$ cat config.mk
export PLATFORM = sky130hd
export DESIGN_NAME = md_io_ctrl
export DESIGN_NICKNAME = d
export VERILOG_FILES = /design/src/rtl/md_io_pkg.sv /design/src/rtl/io_port_regs.sv /design/src/rtl/md_io_ctrl.sv
export SDC_FILE = /design/constraint.sdc
export NUM_CORES = 1
export LEC_CHECK = 0
export ABC_AREA = 1
export CAP_MARGIN = 10
export CORE_AREA = 2 2 96 122
export CTS_CLUSTER_SIZE = 16
export DETAILED_ROUTE_END_ITERATION = 10
export DIE_AREA = 0 0 98 124
export HOLD_SLACK_MARGIN = 0.02
export PLACE_DENSITY = 0.76
export SYNTH_ARGS = -nofsm -noshare
export SYNTH_HDL_FRONTEND = slang
export SYNTH_SLANG_ARGS = --single-unit
$ cat constraint.sdc
create_clock -name clk -period 1.25 [get_ports clk]
set_clock_uncertainty 0.05 [all_clocks]
set_input_delay 0.25 -clock clk [delete_from_list [all_inputs] [get_ports clk]]
set_output_delay 0.25 -clock clk [all_outputs]
set_load 0.03 [all_outputs]
$ cat src/rtl/md_io_pkg.sv
// Shared constants for the MegaDrive I/O port controller: register indices,
// reset values and the handshake state encoding.
package md_io_pkg;

    localparam logic [3:0] REG_VER    = 4'h0;
    localparam logic [3:0] REG_DATA1  = 4'h1;
    localparam logic [3:0] REG_DATA2  = 4'h2;
    localparam logic [3:0] REG_DATA3  = 4'h3;
    localparam logic [3:0] REG_CTRL1  = 4'h4;
    localparam logic [3:0] REG_CTRL2  = 4'h5;
    localparam logic [3:0] REG_CTRL3  = 4'h6;
    localparam logic [3:0] REG_TXD1   = 4'h7;
    localparam logic [3:0] REG_RXD1   = 4'h8;
    localparam logic [3:0] REG_SCTRL1 = 4'h9;
    localparam logic [3:0] REG_TXD2   = 4'hA;
    localparam logic [3:0] REG_RXD2   = 4'hB;
    localparam logic [3:0] REG_SCTRL2 = 4'hC;
    localparam logic [3:0] REG_TXD3   = 4'hD;
    localparam logic [3:0] REG_RXD3   = 4'hE;
    localparam logic [3:0] REG_SCTRL3 = 4'hF;

    localparam logic [7:0] DATA_RST    = 8'h7F;
    localparam logic [7:0] CTRL_RST    = 8'h00;
    localparam logic [7:0] TXD_RST     = 8'hFF;
    localparam logic [7:0] SCTRL_RST   = 8'h00;
    localparam logic [7:0] SCTRL_WMASK = 8'hF8;

    typedef enum logic [1:0] {
        StIdle,
        StAck,
        StWaitRelease
    } ack_state_e;

endpackage

$ cat src/rtl/io_port_regs.sv
// Register set for one controller port: DATA/CTRL/TxD/SCTRL storage, DATA read
// assembly, pin drive registers and the TH falling-edge interrupt flag.
module io_port_regs
    import md_io_pkg::*;
(
    input  logic       clk,
    input  logic       reset,
    input  logic [6:0] pins,
    input  logic       wr_data,
    input  logic       wr_ctrl,
    input  logic       wr_txd,
    input  logic       wr_sctrl,
    input  logic       rd_data,
    input  logic [7:0] wdata,
    output logic [7:0] data_rd,
    output logic [7:0] ctrl_rd,
    output logic [7:0] txd_rd,
    output logic [7:0] sctrl_rd,
    output logic [6:0] pin_val,
    output logic [6:0] pin_dir,
    output logic       pending
);

    logic [7:0] data_q, data_d;
    logic [7:0] ctrl_q, ctrl_d;
    logic [7:0] txd_q, txd_d;
    logic [7:0] sctrl_q, sctrl_d;
    logic [6:0] pin_val_q, pin_val_d;
    logic [6:0] pin_dir_q, pin_dir_d;
    logic       th_prev_q, th_prev_d;
    logic       pending_q, pending_d;
    logic       th_set, th_clr;

    always_comb begin
        data_d    = wr_data  ? wdata : data_q;
        ctrl_d    = wr_ctrl  ? wdata : ctrl_q;
        txd_d     = wr_txd   ? wdata : txd_q;
        sctrl_d   = wr_sctrl ? (wdata & SCTRL_WMASK) : sctrl_q;
        pin_val_d = data_q[6:0];
        pin_dir_d = ctrl_q[6:0];
        th_prev_d = pins[6];

        // Falling TH only counts while TH is an input with interrupts enabled.
        th_set    = th_prev_q && !pins[6] && ctrl_q[7] && !ctrl_q[6];
        th_clr    = rd_data || (wr_ctrl && !wdata[7]);
        pending_d = th_set ? 1'b1 : (th_clr ? 1'b0 : pending_q);

        data_rd  = {data_q[7], (data_q[6:0] & ctrl_q[6:0]) | (pins & ~ctrl_q[6:0])};
        ctrl_rd  = ctrl_q;
        txd_rd   = txd_q;
        sctrl_rd = sctrl_q;
    end

    always_ff @(posedge clk) begin
        if (reset) begin
            data_q    <= DATA_RST;
            ctrl_q    <= CTRL_RST;
            txd_q     <= TXD_RST;
            sctrl_q   <= SCTRL_RST;
            pin_val_q <= DATA_RST[6:0];
            pin_dir_q <= CTRL_RST[6:0];
            th_prev_q <= 1'b0;
            pending_q <= 1'b0;
        end else begin
            data_q    <= data_d;
            ctrl_q    <= ctrl_d;
            txd_q     <= txd_d;
            sctrl_q   <= sctrl_d;
            pin_val_q <= pin_val_d;
            pin_dir_q <= pin_dir_d;
            th_prev_q <= th_prev_d;
            pending_q <= pending_d;
        end
    end

    assign pin_val = pin_val_q;
    assign pin_dir = pin_dir_q;
    assign pending = pending_q;

endmodule

$ cat src/rtl/md_io_ctrl.sv
// CPU-facing MegaDrive I/O register block: bus handshake, address decode,
// version register, three port register sets and the TH interrupt request.
module md_io_ctrl
    import md_io_pkg::*;
#(
    parameter logic [6:0] EXT_PINS = 7'h7F
) (
    input  logic       clk,
    input  logic       reset,
    input  logic       EXPORT,
    input  logic       PAL,
    input  logic       sel,
    input  logic [3:0] addr,
    input  logic       we,
    input  logic [7:0] din,
    output logic [7:0] dout,
    output logic       ack,
    input  logic [6:0] port1_out,
    input  logic [6:0] port2_out,
    output logic [6:0] port1_in,
    output logic [6:0] port1_dir,
    output logic [6:0] port2_in,
    output logic [6:0] port2_dir,
    output logic       hl_irq
);

    ack_state_e state_q, state_d;
    logic [7:0] dout_q, dout_d;
    logic       hl_irq_q, hl_irq_d;
    logic       req;
    logic [7:0] rd_mux;

    logic [6:0] pins     [3];
    logic [7:0] data_rd  [3];
    logic [7:0] ctrl_rd  [3];
    logic [7:0] txd_rd   [3];
    logic [7:0] sctrl_rd [3];
    logic [6:0] pin_val  [3];
    logic [6:0] pin_dir  [3];
    logic [2:0] pending;

    assign pins[0] = port1_out;
    assign pins[1] = port2_out;
    assign pins[2] = EXT_PINS;

    // Reads sample and writes commit in the request cycle; ack follows it.
    assign req = sel && (state_q == StIdle);

    for (genvar p = 0; p < 3; p++) begin : g_port
        localparam logic [3:0] IdxData  = 4'(REG_DATA1 + p);
        localparam logic [3:0] IdxCtrl  = 4'(REG_CTRL1 + p);
        localparam logic [3:0] IdxTxd   = 4'(REG_TXD1 + 3 * p);
        localparam logic [3:0] IdxSctrl = 4'(REG_SCTRL1 + 3 * p);

        io_port_regs u_regs (
            .clk      (clk),
            .reset    (reset),
            .pins     (pins[p]),
            .wr_data  (req && we && (addr == IdxData)),
            .wr_ctrl  (req && we && (addr == IdxCtrl)),
            .wr_txd   (req && we && (addr == IdxTxd)),
            .wr_sctrl (req && we && (addr == IdxSctrl)),
            .rd_data  (req && !we && (addr == IdxData)),
            .wdata    (din),
            .data_rd  (data_rd[p]),
            .ctrl_rd  (ctrl_rd[p]),
            .txd_rd   (txd_rd[p]),
            .sctrl_rd (sctrl_rd[p]),
            .pin_val  (pin_val[p]),
            .pin_dir  (pin_dir[p]),
            .pending  (pending[p])
        );
    end

    always_comb begin
        rd_mux = 8'h00;
        case (addr)
            REG_VER:    rd_mux = {EXPORT, PAL, 1'b1, 1'b0, 4'h0};
            REG_DATA1:  rd_mux = data_rd[0];
            REG_DATA2:  rd_mux = data_rd[1];
            REG_DATA3:  rd_mux = data_rd[2];
            REG_CTRL1:  rd_mux = ctrl_rd[0];
            REG_CTRL2:  rd_mux = ctrl_rd[1];
            REG_CTRL3:  rd_mux = ctrl_rd[2];
            REG_TXD1:   rd_mux = txd_rd[0];
            REG_SCTRL1: rd_mux = sctrl_rd[0];
            REG_TXD2:   rd_mux = txd_rd[1];
            REG_SCTRL2: rd_mux = sctrl_rd[1];
            REG_TXD3:   rd_mux = txd_rd[2];
            REG_SCTRL3: rd_mux = sctrl_rd[2];
            default:    rd_mux = 8'h00;
        endcase
    end

    always_comb begin
        state_d  = state_q;
        dout_d   = req ? rd_mux : 8'h00;
        hl_irq_d = |pending;
        unique case (state_q)
            StIdle:        if (sel) state_d = StAck;
            StAck:         state_d = sel ? StWaitRelease : StIdle;
            StWaitRelease: if (!sel) state_d = StIdle;
            default:       state_d = StIdle;
        endcase
    end

    always_ff @(posedge clk) begin
        if (reset) begin
            state_q  <= StIdle;
            dout_q   <= 8'h00;
            hl_irq_q <= 1'b0;
        end else begin
            state_q  <= state_d;
            dout_q   <= dout_d;
            hl_irq_q <= hl_irq_d;
        end
    end

    assign ack       = (state_q == StAck);
    assign dout      = dout_q;
    assign hl_irq    = hl_irq_q;
    assign port1_in  = pin_val[0];
    assign port1_dir = pin_dir[0];
    assign port2_in  = pin_val[1];
    assign port2_dir = pin_dir[1];

endmodule

==> reports/results.txt <==
area of the placeable core - 0.0109 mm2
source-to-sink clock delay at the later pin of the worst-skew pair - 420 ps
aggregate routed wire length - 17900 um
cell area after synthesis - 0.00528 mm2
number of global-route vias before repair - 5381
die area - 0.0122 mm2
register bit count reported by yosys - 130
Clock Power Share - 50.1%
leakage component of the power - 3.65 nW
area of the multi-input gates - 0.00283 mm2
area added between synthesis and finish - 50.9%
routed via count divided by cell count - 5.60
most used cells in the layout excluding fill and tap cells - 176 x nand2_1, 126 x dfxtp_1, 84 x buf_4
final cell utilization of the core - 73.0%
number of max-cap violations - 0
classification of the worst setup path - reg2reg
DRC violation total after the first TritonRoute iteration - 471
global-route wire length before repair - 25700 um
total congestion overflow - 0
syn avg cell area - 7.13 um2
final period utilization - 122%
Placed Area - 0.00650 mm2
routed via count - 5769
cell count after synthesis - 741
nets - 915
number of DRC violations after detailed routing - 0
gr usage total - 27.0%
type of element capturing the critical path - register
hpwl dp - 11000 um
hold slack - 392 ps
final estimated routing congestion in global placement - 0.913
highest achievable clock rate - 654 MHz
effective utilization at floorplan - 48.3%
Fillers - 699
number of distinct library cell variants in the gate-level netlist after synthesis - 23
class of the worst hold path - reg2reg
io pins - 70
leading cell type in the layout, fill and taps excluded - nand2_1
number of buffers on the longest clock path - 2
relative contribution of combinational cells to total power - 9.6%
violations in the final reports - negative setup slack
clock tree from TritonCTS - yes
RSZ-0062 raised after global routing - yes
switching part of the total power - 23.9%
proportion of layout cells with a drive suffix above 1 - 34.4%
x dimension of the die - 98 um
Max FO, Critical Path - 13
clock tree sinks - 130
sequential cell area fraction in the yosys report - 49.3%
TritonRoute pass-1 iters - 5
status - finished, violations left
count of input and output buffers - 69
net switching power - 0.00251 W
antenna violations before repair - 0
power per standard cell area - 1320 mW/mm2
Final Hold Vio Count - 0
final instance area - 0.00797 mm2
largest net degree at the start of global routing - 36
warnings from Yosys - 0
number of rows created at floorplan - 43
WP data arrival - 1780 ps
Tmin final - 1530 ps
internal power - 0.00800 W
Syn Nets - 773
worst voltage drop across the vdd grid - 0.000818 V
Data required, critical path - 1500 ps
root buffer cell - clkbuf_16
y dimension of the die - 124 um
count of nets left with antenna violations after detail routing - 0
Worst slew margin - 76.5%
clock slew at reported path FFs - 60 ps
CTS H-tree lvls - 4
category of the worst setup path launch point - register
number of diodes - 0
average wire per standard cell - 17.4 um
count of final setup violators - 94
share of total power in sequential cells - 40.3%
Slew Limit Fails - 0
number of buffers created by CTS - 17
total design power - 0.0105 W
measured slew at the worst slew-check pin - 352 ps
area taken by flip-flops and latches - 0.00261 mm2
setup slack of the critical path after layout - -279 ps
==> flip-flops by register name, indices dropped and copies added, names as in the netlist <==
signal / cells
dout: 8
g_port.u_regs.ctrl_rd: 24
g_port.u_regs.data_q: 24
g_port.u_regs.pending: 2
g_port.u_regs.pin_dir: 14
g_port.u_regs.pin_val: 14
g_port.u_regs.sctrl_rd: 15
g_port.u_regs.th_prev_q: 2
g_port.u_regs.txd_rd: 24
hl_irq: 1
state_q: 2
==> power by group through the flow <==
stage               clock network (W)  logic, W  registers (W)
finish                        0.00526   0.00101        0.00423
global route                  0.00546   0.00107        0.00424
CTS                           0.00524  0.000878        0.00423
detailed placement                  0  0.000780        0.00432
global placement                    0  0.000766        0.00432
floorplan                           0  0.000353        0.00434
==> worst max-delay path, stage by stage (launching register included) <==
cell and delay [ps]:
dfxtp_4 360, nor2_4 120, nand2_4 70, nor2_4 150, buf_12 160, nand2_8 120, o21ai_0 290, a21oi_1 70
==> stage by stage <==
stage | cells | setup slack, ps | TNS [ps]
after global placement | 977 | -717 | -63940
after floorplan | 741 | -64.6 | -468
final | 1031 | -279 | -12140
after CTS | 1020 | -152 | -6440
after detailed placement | 977 | -814 | -67340
after global routing | 1031 | -290 | -18440
==> metal layers <==
| metal | track usage [%] | part of all wire (%) | vias up |
|---|---|---|---|
| met5 | 0 | 0 | - |
| met1 | 30.1 | 37 | 2738 |
| met3 | 6.06 | 6.3 | 84 |
| met2 | 48.4 | 52 | 291 |
| li1 | - | - | 2656 |
| met4 | 13.8 | 4.6 | 0 |
==> worst paths after layout <==
check | startpoint | endpoint | slack [ps] | depth (start not counted)
setup / recovery | state_q[1] | g_port[1].u_regs.ctrl_rd[0] | -280 | 7
hold reg to reg | g_port[0].u_regs.data_q[2] | g_port[0].u_regs.pin_val[2] | 390 | 2
setup reg to reg | state_q[1] | g_port[1].u_regs.ctrl_rd[0] | -280 | 7
hold / removal | g_port[0].u_regs.data_q[2] | g_port[0].u_regs.pin_val[2] | 390 | 2
==> what timing repair did <==
item,4_1_cts,5_1_grt
endpoints found under the hold margin,0,0
hold buffers,0,0
setup buffers,8,11
pin swaps,13,23
resized for setup,116,113
cloned,3,0
endpoints found under the setup margin,99,100
==> cells by family after synthesis <==
| family | synth area share [%] |
|---|---|
| compound gates | 11.3 |
| simple gates | 32.3 |
| flops | 49.3 |
| buf+inv | 7.09 |
==> synth_stat cells (all sizes together) <==
library cell    n  share of area (%)
a21boi          1               0.14
a21oi          45                4.3
buf            14                1.5
clkbuf         16                1.1
clkinv          1              0.071
dfxtp         130                 49
inv            62                4.4
nand2         219                 16
nand3          63                6.0
nand4           2               0.24
nor2          108                9.1
nor3            1              0.095
o211ai          3               0.43
o21ai          68                6.4
or2             8               0.95
==> layout make-up <==
| cell class | instances | area share (%) |
|---|---|---|
| clock buffer | 18 | 5.51 |
| clock inverter | 14 | 2.35 |
| inverter | 63 | 3.56 |
| multi-input combinational | 520 | 35.5 |
| sequential | 130 | 32.7 |
| tap | 135 | 2.12 |
| timing repair buffer | 150 | 18.1 |
| timing repair inverter | 1 | 0.0785 |
(Power assumes the default switching activity.)
